$ cat config.mk
export PLATFORM = sky130hd
export DESIGN_NAME = sat_addsub_seq
export DESIGN_NICKNAME = d
export VERILOG_FILES = /design/src/rtl/sat_addsub_seq.sv
export SDC_FILE = /design/constraint.sdc
export NUM_CORES = 1
export LEC_CHECK = 0
export CORE_ASPECT_RATIO = 0.75
export CORE_MARGIN = 2
export CORE_UTILIZATION = 52
export DETAILED_ROUTE_END_ITERATION = 7
export PLACE_DENSITY = 0.8
export SLEW_MARGIN = 20
export SYNTH_ARGS = -nofsm -noshare
export SYNTH_HDL_FRONTEND = slang
export SYNTH_SLANG_ARGS = --single-unit
$ cat constraint.sdc
create_clock -name clk -period 3.2 [get_ports clk]
set_input_delay 0.96 -clock clk [delete_from_list [all_inputs] [get_ports clk]]
set_output_delay 0.96 -clock clk [all_outputs]
set_load 0.03 [all_outputs]
$ cat src/rtl/sat_addsub_seq.sv
// sat_addsub_seq: serial saturating add/subtract, one 4-bit carry-lookahead slice per cycle.
// Valid/ready on both sides; a sticky overflow flag accumulates across operations.
module sat_addsub_seq #(
   parameter int WIDTH = 16
) (
   input  logic             clk,
   input  logic             rst,
   input  logic             in_valid,
   output logic             in_ready,
   input  logic [WIDTH-1:0] a,
   input  logic [WIDTH-1:0] b,
   input  logic             sub,
   input  logic             sat_mode,
   output logic             out_valid,
   input  logic             out_ready,
   output logic [WIDTH-1:0] result,
   output logic             cout,
   output logic             ovf,
   output logic             ovf_sticky,
   input  logic             clr_sticky
);
   localparam int NSLICE = WIDTH / 4;
   localparam int IW = (NSLICE > 1) ? $clog2(NSLICE) : 1;
   typedef enum logic [1:0] {IDLE, BUSY, DONE} state_t;
   state_t state_q, state_d;
   logic [WIDTH-1:0] a_q, a_d, b_q, b_d, res_q, res_d, raw;
   logic [IW-1:0] idx_q, idx_d;
   logic sat_q, sat_d, c_q, c_d, cout_q, cout_d, ovf_q, ovf_d, sticky_q, sticky_d;
   logic [3:0] sa, sb, p, g, sum;
   logic c1, c2, c3, c4, last, of;
   logic [IW+1:0] lsb;
   assign lsb = {idx_q, 2'b00};
   assign sa = a_q[lsb +: 4];
   assign sb = b_q[lsb +: 4];
   assign p = sa ^ sb;
   assign g = sa & sb;
   // Flattened lookahead carries; c4 feeds the next slice
   assign c1 = g[0] | (p[0] & c_q);
   assign c2 = g[1] | (p[1] & g[0]) | (p[1] & p[0] & c_q);
   assign c3 = g[2] | (p[2] & g[1]) | (p[2] & p[1] & g[0]) | (p[2] & p[1] & p[0] & c_q);
   assign c4 = g[3] | (p[3] & g[2]) | (p[3] & p[2] & g[1]) | (p[3] & p[2] & p[1] & g[0]) | (&p & c_q);
   assign sum = p ^ {c3, c2, c1, c_q};
   assign last = idx_q == IW'(NSLICE - 1);
   always_comb begin
      raw = res_q;
      raw[lsb +: 4] = sum;
   end
   assign of = (a_q[WIDTH-1] == b_q[WIDTH-1]) && (raw[WIDTH-1] != a_q[WIDTH-1]);
   always_comb begin
      state_d = state_q;
      a_d = a_q;
      b_d = b_q;
      sat_d = sat_q;
      idx_d = idx_q;
      c_d = c_q;
      res_d = res_q;
      cout_d = cout_q;
      ovf_d = ovf_q;
      sticky_d = sticky_q & ~clr_sticky;
      case (state_q)
         IDLE: if (in_valid) begin
            state_d = BUSY;
            a_d = a;
            b_d = b ^ {WIDTH{sub}};
            sat_d = sat_mode;
            idx_d = '0;
            c_d = sub;
         end
         BUSY: begin
            res_d = raw;
            c_d = c4;
            idx_d = idx_q + 1'b1;
            if (last) begin
               state_d = DONE;
               res_d = (sat_q && of) ? (a_q[WIDTH-1] ? {1'b1, {(WIDTH-1){1'b0}}} : {1'b0, {(WIDTH-1){1'b1}}}) : raw;
               cout_d = c4;
               ovf_d = of;
               sticky_d = sticky_d | of;
            end
         end
         DONE: if (out_ready) state_d = IDLE;
         default: state_d = IDLE;
      endcase
   end
   always_ff @(posedge clk or posedge rst) begin
      if (rst) begin
         state_q <= IDLE;
         a_q <= '0;
         b_q <= '0;
         sat_q <= 1'b0;
         idx_q <= '0;
         c_q <= 1'b0;
         res_q <= '0;
         cout_q <= 1'b0;
         ovf_q <= 1'b0;
         sticky_q <= 1'b0;
      end else begin
         state_q <= state_d;
         a_q <= a_d;
         b_q <= b_d;
         sat_q <= sat_d;
         idx_q <= idx_d;
         c_q <= c_d;
         res_q <= res_d;
         cout_q <= cout_d;
         ovf_q <= ovf_d;
         sticky_q <= sticky_d;
      end
   end
   assign in_ready = state_q == IDLE;
   assign out_valid = state_q == DONE;
   assign result = res_q;
   assign cout = cout_q;
   assign ovf = ovf_q;
   assign ovf_sticky = sticky_q;
endmodule

# After elaboration in Yosys (flattened, before gate mapping)
# Index checks and enable logic that the tools add are counted.
# word_totals
regBits	57
inputBits	39
elab_cells	79
# op_classes
addsub	2
eq_ne	8
shift	4
muxes	14
n_bitwise	32
n_reduce_logical	9
# op_table
op	count
2-to-1 mux 16 bit	3
variable part select 16 x 5 -> 4 bit	2
bitwise AND 1 bit	16
bitwise mux 16 bit	1
variable shift 4 x 6 -> 16 bit, first input constant	1
variable part select 4 x 6 -> 16 bit	1
bitwise XOR 16 bit	1
bitwise OR 1 bit	11
2-to-1 mux 2 bit	4
bitwise XOR 4 bit	2
negation 4 -> 6 bit	1
case mux 2 bit (3 select lines)	1
AND reduction 2 bit	3
bitwise AND 4 bit	1
equality test 2 bit, second input constant	2
inequality test 2 bit, second input constant	2
case mux 2 bit (2 select lines)	1
AND reduction 4 bit	1
2-to-1 mux 1 bit	3
AND reduction 3 bit	1
adder 2 x 1 -> 2 bit, second input constant	1
equality test 2 x 1 -> 1 bit, second input constant	1
logical AND 1 bit	2
zero test 2 bit	1
6 further kinds	6

# Longest topological paths before layout
# Gate-level depths: netlist (run 1).
# depth
depth_word	14
depth_mapped	11
ltp_nobuf	8

# Worst setup path after synthesis (run 1)
# OpenSTA, ideal clock, no wires.
# synth_timing
path_type	register to register
from	reg idx_q[0]
to	reg res_q[0] (netlist: result[0])
arrival_ns	2.845
path_slack_ns	0.268
stages_incl_launch_ff	12
n_path_buf	3
cell_sequence	dfrtp_1 buf_2 mux4_2 ha_1 a41o_1 a21oi_2 xnor2_1 nand2_2 and3_1 buf_2 buf_6 a211oi_2
# synth_via
elab_chain_cells	14
word_cells_on_any_way	30
classes_between	add/sub: 1; eq/ne: 2; shift: 4; mux: 3; bitwise: 18; reduce/logical: 2
# synth_rtl
element	line	text
start, declared	27	logic [IW-1:0] idx_q, idx_d;
start signal, assigned	102	idx_q <= idx_d;
variable part select 16 x 5 -> 4 bit, on equally long branches	33, 34	
bitwise XOR 4 bit / bitwise AND 4 bit (equally long branches)	35, 36	
bitwise AND 1 bit	40	assign c3 = g[2] | (p[2] & g[1]) | (p[2] & p[1] & g[0]) | (p[2] & p[1] & p[0] & c_q);
bitwise OR 1 bit / bitwise AND 1 bit (equally long branches) (2 in series)	40	
bitwise OR 1 bit	40	
bitwise XOR 4 bit	42	assign sum = p ^ {c3, c2, c1, c_q};
variable part select 4 x 6 -> 16 bit	46	raw[lsb +: 4] = sum;
bitwise mux 16 bit	46	
inequality test 1 bit	48	assign of = (a_q[WIDTH-1] == b_q[WIDTH-1]) && (raw[WIDTH-1] != a_q[WIDTH-1]);
logical AND 1 bit	48	
logical AND 1 bit	75	res_d = (sat_q && of) ? (a_q[WIDTH-1] ? {1'b1, {(WIDTH-1){1'b0}}} : {1'b0, {(WIDTH-1){1'b1}}}) : raw;
2-to-1 mux 16 bit	75	
2-to-1 mux 16 bit (*)	73	if (last) begin
end signal, assigned	104	res_q <= res_d;
end, declared	26	logic [WIDTH-1:0] a_q, a_d, b_q, b_d, res_q, res_d, raw;
# Every way passes the cells marked *; elsewhere a longest branch is shown, timed or not.
# A chain may end at the register's enable or synchronous reset.

# Final worst setup path (run 1)
# layout_timing
from	reg idx_q[0]
to	reg res_q[2] (netlist: result[2])
# Same word-level chain as after synthesis.

==> results of run 1 <==
==> flip-flops by register name, summed over array words and instances, names as in the netlist <==
| register | cells |
|---|---|
| result | 16 |
| cout | 1 |
| idx_q | 2 |
| c_q | 1 |
| a_q | 16 |
| b_q | 16 |
| state_q | 2 |
| ovf_sticky | 1 |
| sat_q | 1 |
| ovf | 1 |
==> area by class of cell <==
type,instances,area [µm²]
Multi-Input combinational cell,190,1498
Clock buffer,12,165.2
Clock inverter,4,97.59
Sequential cell,57,1428
Fill cell,425,1743
Timing Repair Buffer,68,658.1
Inverter,13,48.80
Tap cell,78,97.59
==> worst register-to-register path, stage by stage, from the launching register on <==
cell and delay (ps):
dfrtp_2 490, mux4_2 530, ha_1 360, a41o_1 260
a21oi_2 200, xnor2_1 210, a21oi_2 120, nand2b_1 300
buf_4 240, a211oi_2 180
==> final timing paths <==
path	end	slack, ps
max	result[2]$_DFFE_PP0P_	220
min	ovf$_DFFE_PP0P_	510
max reg2reg	result[2]$_DFFE_PP0P_	220
min reg2reg	ovf$_DFFE_PP0P_	510
max in group asynchronous	idx_q[0]$_DFFE_PP0P_	1590
min in group asynchronous	ovf$_DFFE_PP0P_	980
==> power by group <==
group          internal [µW]  switching (µW)
clock network            581             279
logic                   1060            1350
registers               1040             259
==> cells by family (layout without fill, tap and decap cells) <==
kind of cell	Yosys count	in the layout	share of synthesized area [%]
DFF	57	57	46.70
muxes	26	26	12.49
AOI/OAI and AO/OA	64	64	15.32
buffers and inverters	30	97	4.342
and+or+nand+nor	69	69	10.65
xor gates and xnor gates	20	20	5.735
adders and majority gates	11	11	4.752
==> through the flow <==
step / worst slack (ps) / hold WS, ps / power [µW] / util [%]
global route: 21.39 / 530.6 / 4886 / 69.61
CTS: 2.422 / 498.0 / 4575 / 69.44
floorplan: 268.0 / 475.1 / 3024 / -
finish: 222.4 / 505.2 / 4562 / 69.61
detailed placement: 4.484 / 482.6 / 3696 / 64.86
global placement: 104.7 / 466.5 / 3598 / 64.86
==> what timing repair did <==
action	4_1_cts	5_1_grt
endpoints found under the setup margin	0	15
setup buffers	0	1
hold buffers	0	0
resized for setup	0	2
==> Yosys cell counts (4+ instances only) <==
master | number | share of area [%]
clkbuf_1 | 5 | 0.61
xnor2_1 | 19 | 5.4
inv_1 | 12 | 1.5
mux4_2 | 8 | 5.9
dfrtp_1 | 57 | 47
o21ai_0 | 6 | 0.98
nand2_1 | 12 | 1.5
ha_1 | 10 | 4.1
a22oi_1 | 13 | 3.2
a211oi_2 | 10 | 4.1
and3_1 | 4 | 0.82
buf_2 | 7 | 1.1
a211oi_1 | 5 | 1.2
a21oi_1 | 21 | 3.4
mux2_2 | 17 | 6.3
nor2_1 | 37 | 4.5
==> routing by layer <==
| layer | up-vias | routed length (µm) | GRT usage (%) |
|---|---|---|---|
| met5 | - | 0 | 0 |
| met4 | 0 | 63 | 7.629 |
| met3 | 6 | 331 | 6.041 |
| met2 | 69 | 3028 | 33.50 |
| met1 | 1100 | 2877 | 29.23 |
| li1 | 1106 | - | - |
==> summary.txt, run 1 <==
Routing
  • Final ANT Viol Nets: 0
  • Routed Wire Length: 6.300 mm
  • # DRC: 0
  • Via-per-instance ratio: 5.405
  • Per-cell routed wire length: 14.93 µm
  • Drt first-iter violations: 84
  • DR vias: 2,281
  • Pre-antenna DRT Iters: 4

Critical path
  • Data arrival, critical path: 3220 ps
  • Reg2reg path depth: 9
  • Crit-path max cell delay: 530 ps
  • Critical path buffers and inverters: 1
  • Startpoint Class: flip-flop
  • Setup crit start: idx_q[0]$_DFFE_PP0P_
  • Critical path's top delay family: compound AO/OA/AOI/OAI gates
  • Setup crit end kind: flip-flop
  • CP max FO: 8
  • Worst reg2reg startpoint: idx_q[0]$_DFFE_PP0P_
  • Ordered list of cells on the worst path: mux4_2 -> ha_1 -> a41o_1 -> a21oi_2 -> xnor2_1 -> a21oi_2 -> nand2b_1 -> buf_4 -> a211oi_2
  • Cell repeated most along the worst path: a21oi_2
  • Levels on crit path: 9
  • Worst Path Class, Setup: flip-flop to flip-flop
  • Slowest-stage cell, CP: mux4_2
  • Worst Path Required: 3440 ps

Timing
  • Worst Tran Pin Value: 756.1 ps
  • RSZ-0062 raised after global routing: no
  • Fin. max-slew vios: 0
  • Max Freq: 335.8 MHz
  • Finish-stage setup viols: 0
  • Final hold vios: 0
  • Worst clock skew: 9.010 ps
  • Worst rel slew slack: 48.88%
  • Final Critical Period: 2978 ps
  • Setup TNS: 0 ps
  • Tcrit/Tclk final: 93.05%

Place
  • DP Cell Count: 405
  • Placed inst area: 0.003720 mm²
  • Final Wtd Congestion: 0.7923
  • HPWL Detailed: 4.751 mm
  • # port buffers: 59

Floorplan
  • Row Count: 24
  • Number of I/O pins: 60
  • CORE AREA: 0.005736 mm²
  • Initial Util: 53.25%
  • Die height: 70.37 µm
  • Die Footprint: 0.006509 mm²
  • Die width: 92.50 µm

Clock network
  • Max Buffers Root-to-Sink: 2
  • CTS Buf Count: 9
  • CTS root buffer: clkbuf_8
  • CTS tree: built
  • CTS sink cnt: 57
  • Clock latency reported for the late side of the worst-skew pair: 330 ps
  • H-tree Lvls: 3
  • Clk pin slew, worst setup/hold paths: 70 ps

Global route
  • Remaining Overflow, GRT: 0
  • Vias in the first global route: 2,263
  • First-pass GRT wire length: 10.85 mm
  • Tot GR Track Use: 21.57%
  • Initial antenna violation count: 0
  • Pin count of the biggest net entering global routing: 26

Finish
  • Area growth syn-to-layout: 30.73%
  • N_diodes: 0
  • Most frequent cells in the layout: clkdlybuf4s50_1, dfrtp_1, nor2_1
  • Layout cells sized above 1: 20.06%
  • Post-Layout Cell Count: 422
  • Post-route cell area: 0.003993 mm²
  • Final #Nets: 389
  • Commonest non-fill, non-tap cell in the layout: clkdlybuf4s50_1

Power
  • Maximum VDD drop: 0.0005700 V
  • LEAKAGE: 0.001650 µW
  • Pwr/cell area: 1143 mW/mm²

Logic synthesis
  • Post-synth top flop: dfrtp_1
  • Synthesis warning total: 0
  • Synthesized flop and latch total: 57
  • Synthesized instance count: 277
  • Synth async-reset ratio: 100.0%
  • Syn_nets: 327
  • Mapped Area: 0.003054 mm²
  • Sequential area share after synthesis: 46.70%
  • Avg Cell Area, Syn: 11.03 µm²
  • Count of cell types in the netlist: 39
  • EDFF count, synth: 0

Outcome
  • Run status: finished clean

Worst hold path
  • WHS Path Cells: 2
  • Worst min-delay path startpoint: ovf$_DFFE_PP0P_
  • Worst hold path class: flip-flop to flip-flop

Job
  • Number of max-cap violations: 0
Power figures use the tool's default switching activity.
==> run 2: changes to the inputs <==
Settings changed: MAX_ROUTING_LAYER from default to met4, SKIP_LAST_GASP from default to 1.
==> run 2 against run 1 <==
Effect of this change:
- cell count is the same
- register-to-register slack is essentially flat
- power is essentially flat
- clock power is essentially flat
- sequential power is essentially flat
- wire length grew 0.67%
==> summary.txt, run 2 (synthesized netlist as in run 1, its figures left out) <==
Critical path
  • Critical path buffers and inverters: 1 (unchanged)
  • Worst Path Class, Setup: flip-flop to flip-flop (unchanged)
  • Cell repeated most along the worst path: a21oi_2 (unchanged)
  • Ordered list of cells on the worst path: mux4_2 -> ha_1 -> a41o_1 -> a21oi_2 -> xnor2_1 -> a21oi_2 -> nand2b_1 -> buf_4 -> a211oi_2 (unchanged)
  • Critical path's top delay family: compound AO/OA/AOI/OAI gates (unchanged)
  • CP max FO: 8 (unchanged)
  • Startpoint Class: flip-flop (unchanged)
  • Slowest-stage cell, CP: mux4_2 (unchanged)
  • Setup crit end kind: flip-flop (unchanged)
  • Crit-path max cell delay: 530 ps (about the same)
  • Worst Path Required: 3440 ps (about the same)
  • Data arrival, critical path: 3230 ps (was 3220 ps)

Routing
  • Pre-antenna DRT Iters: 4 (unchanged)
  • Drt first-iter violations: 82 (was 84)
  • DR vias: 2,275 (was 2,281)
  • Per-cell routed wire length: 15.03 µm (was 14.93 µm)
  • Routed Wire Length: 6.342 mm (was 6.300 mm)
  • Final ANT Viol Nets: 0 (unchanged)
  • # DRC: 0 (unchanged)
  • Via-per-instance ratio: 5.391 (was 5.405)

Timing
  • Max Freq: 334.4 MHz (was 335.8 MHz)
  • WHS: 505.2 ps (about the same)
  • Tcrit/Tclk final: 93.44% (was 93.05%)
  • Finish-stage setup viols: 0 (unchanged)
  • Worst clock skew: 9.413 ps (was 9.010 ps)
  • Final hold vios: 0 (unchanged)
  • Worst rel slew slack: 46.94% (was 48.88%)
  • Worst Tran Pin Value: 784.9 ps (was 756.1 ps)
  • RSZ-0062 raised after global routing: no (unchanged)
  • Setup TNS: 0 ps (unchanged)
  • Fin. max-slew vios: 0 (unchanged)
  • Final Critical Period: 2990 ps (was 2978 ps)

Floorplan
  • Die Footprint: 0.006509 mm² (unchanged)
  • Die width: 92.50 µm (unchanged)
  • Initial Util: 53.25% (unchanged)
  • Row Count: 24 (unchanged)
  • Die height: 70.37 µm (unchanged)
  • Number of I/O pins: 60 (unchanged)
  • CORE AREA: 0.005736 mm² (unchanged)

Global route
  • Initial antenna violation count: 0 (unchanged)
  • Pin count of the biggest net entering global routing: 26 (unchanged)
  • Remaining Overflow, GRT: 0 (unchanged)
  • First-pass GRT wire length: 10.87 mm (was 10.85 mm)
  • Tot GR Track Use: 22.24% (was 21.57%)
  • Vias in the first global route: 2,258 (was 2,263)

Place
  • HPWL Detailed: 4.751 mm (unchanged)
  • Placed inst area: 0.003720 mm² (unchanged)
  • # port buffers: 59 (unchanged)
  • Final Wtd Congestion: 0.8036 (was 0.7923)

Finish
  • N_diodes: 0 (unchanged)
  • Layout cells sized above 1: 20.06% (unchanged)
  • Sequential Area: 0.001428 mm² (unchanged)
  • Commonest non-fill, non-tap cell in the layout: clkdlybuf4s50_1 (unchanged)
  • # fillers: 425 (unchanged)
  • Final #Nets: 389 (unchanged)
  • Multi-input combinational cell area: 0.001498 mm² (unchanged)
  • Most frequent cells in the layout: clkdlybuf4s50_1, dfrtp_1, nor2_1 (unchanged)
  • Area growth syn-to-layout: 30.73% (unchanged)
  • Post-route cell area: 0.003993 mm² (unchanged)

Clock network
  • CTS root buffer: clkbuf_8 (unchanged)
  • Clk pin slew, worst setup/hold paths: 70 ps (about the same)
  • H-tree Lvls: 3 (unchanged)
  • CTS Buf Count: 9 (unchanged)
  • CTS tree: built (unchanged)
  • CTS sink cnt: 57 (unchanged)
  • Clock latency reported for the late side of the worst-skew pair: 330 ps (about the same)
  • Max Buffers Root-to-Sink: 2 (unchanged)

Power
  • LEAKAGE: 0.001650 µW (unchanged)
  • Pwr/cell area: 1143 mW/mm² (about the same)
  • Maximum VDD drop: 0.0005725 V (was 0.0005700 V)
  • Design Power: 4563 µW (was 4562 µW)

Worst hold path
  • Worst hold path class: flip-flop to flip-flop (unchanged)

Outcome
  • Run status: finished clean (unchanged)

Job
  • Number of max-cap violations: 0 (unchanged)
-- run 2: cell counts in the layout (fill, tap and decap cells not counted) --
No cell type changed its count.
-- run 2: worst paths after layout --
kind / startpoint / end / slack (ps) / cells past startpoint
min in group asynchronous: rst / ovf$_DFFE_PP0P_ / 980 / 2
hold / removal: ovf$_DFFE_PP0P_ / ovf$_DFFE_PP0P_ / 510 / 2
setup reg to reg: idx_q[0]$_DFFE_PP0P_ / result[2]$_DFFE_PP0P_ / 210 / 9
hold reg to reg: ovf$_DFFE_PP0P_ / ovf$_DFFE_PP0P_ / 510 / 2
setup / recovery: idx_q[0]$_DFFE_PP0P_ / result[2]$_DFFE_PP0P_ / 210 / 9
max in group asynchronous: rst / idx_q[0]$_DFFE_PP0P_ / 1580 / 3
-- run 2: layout make-up --
cell class	instances	area share, %
flip-flops and latches	57	35.76
clock buffers	12	4.137
well taps	78	2.444
repair buffers	68	16.48
multi-input cells	190	37.51
inverters	13	1.222
clock inverters	4	2.444
-- run 2: layer usage --
| layer | vias up | wire, µm | track usage [%] |
|---|---|---|---|
| met5 | - | 0 | - |
| met4 | 0 | 42 | 7.629 |
| met3 | 7 | 363 | 6.041 |
| met2 | 73 | 3088 | 33.41 |
| met1 | 1091 | 2848 | 29.44 |
| li1 | 1104 | - | - |
-- run 2: per-stage QoR --
stage                     utilization (%)  worst slack [ps]  instances
after global placement              64.86             104.7        405
final                               69.61             210.0        422
after CTS                           69.44             2.422        421
after detailed placement            64.86             4.484        405
after floorplan                         -             268.0        277
after global routing                69.61             21.39        422
-- run 2: report_power, final --
part	switching, µW	internal (µW)	total (µW)
combinational	1350	1050	2400
sequential	260	1040	1300
clock	279	581	860
-- run 2: worst min-delay path, cell delays in order (launching register included) --
cell     delay, ps
dfrtp_1        350
nand2_1         50
o21ai_0         70
-- run 2: what timing repair did --
action | 4_1_cts | 5_1_grt
endpoints found under the setup margin | 0 | 15
resized for setup | 0 | 2
buffers inserted | 0 | 1
hold buffers | 0 | 0
endpoints found under the hold margin | 0 | 0
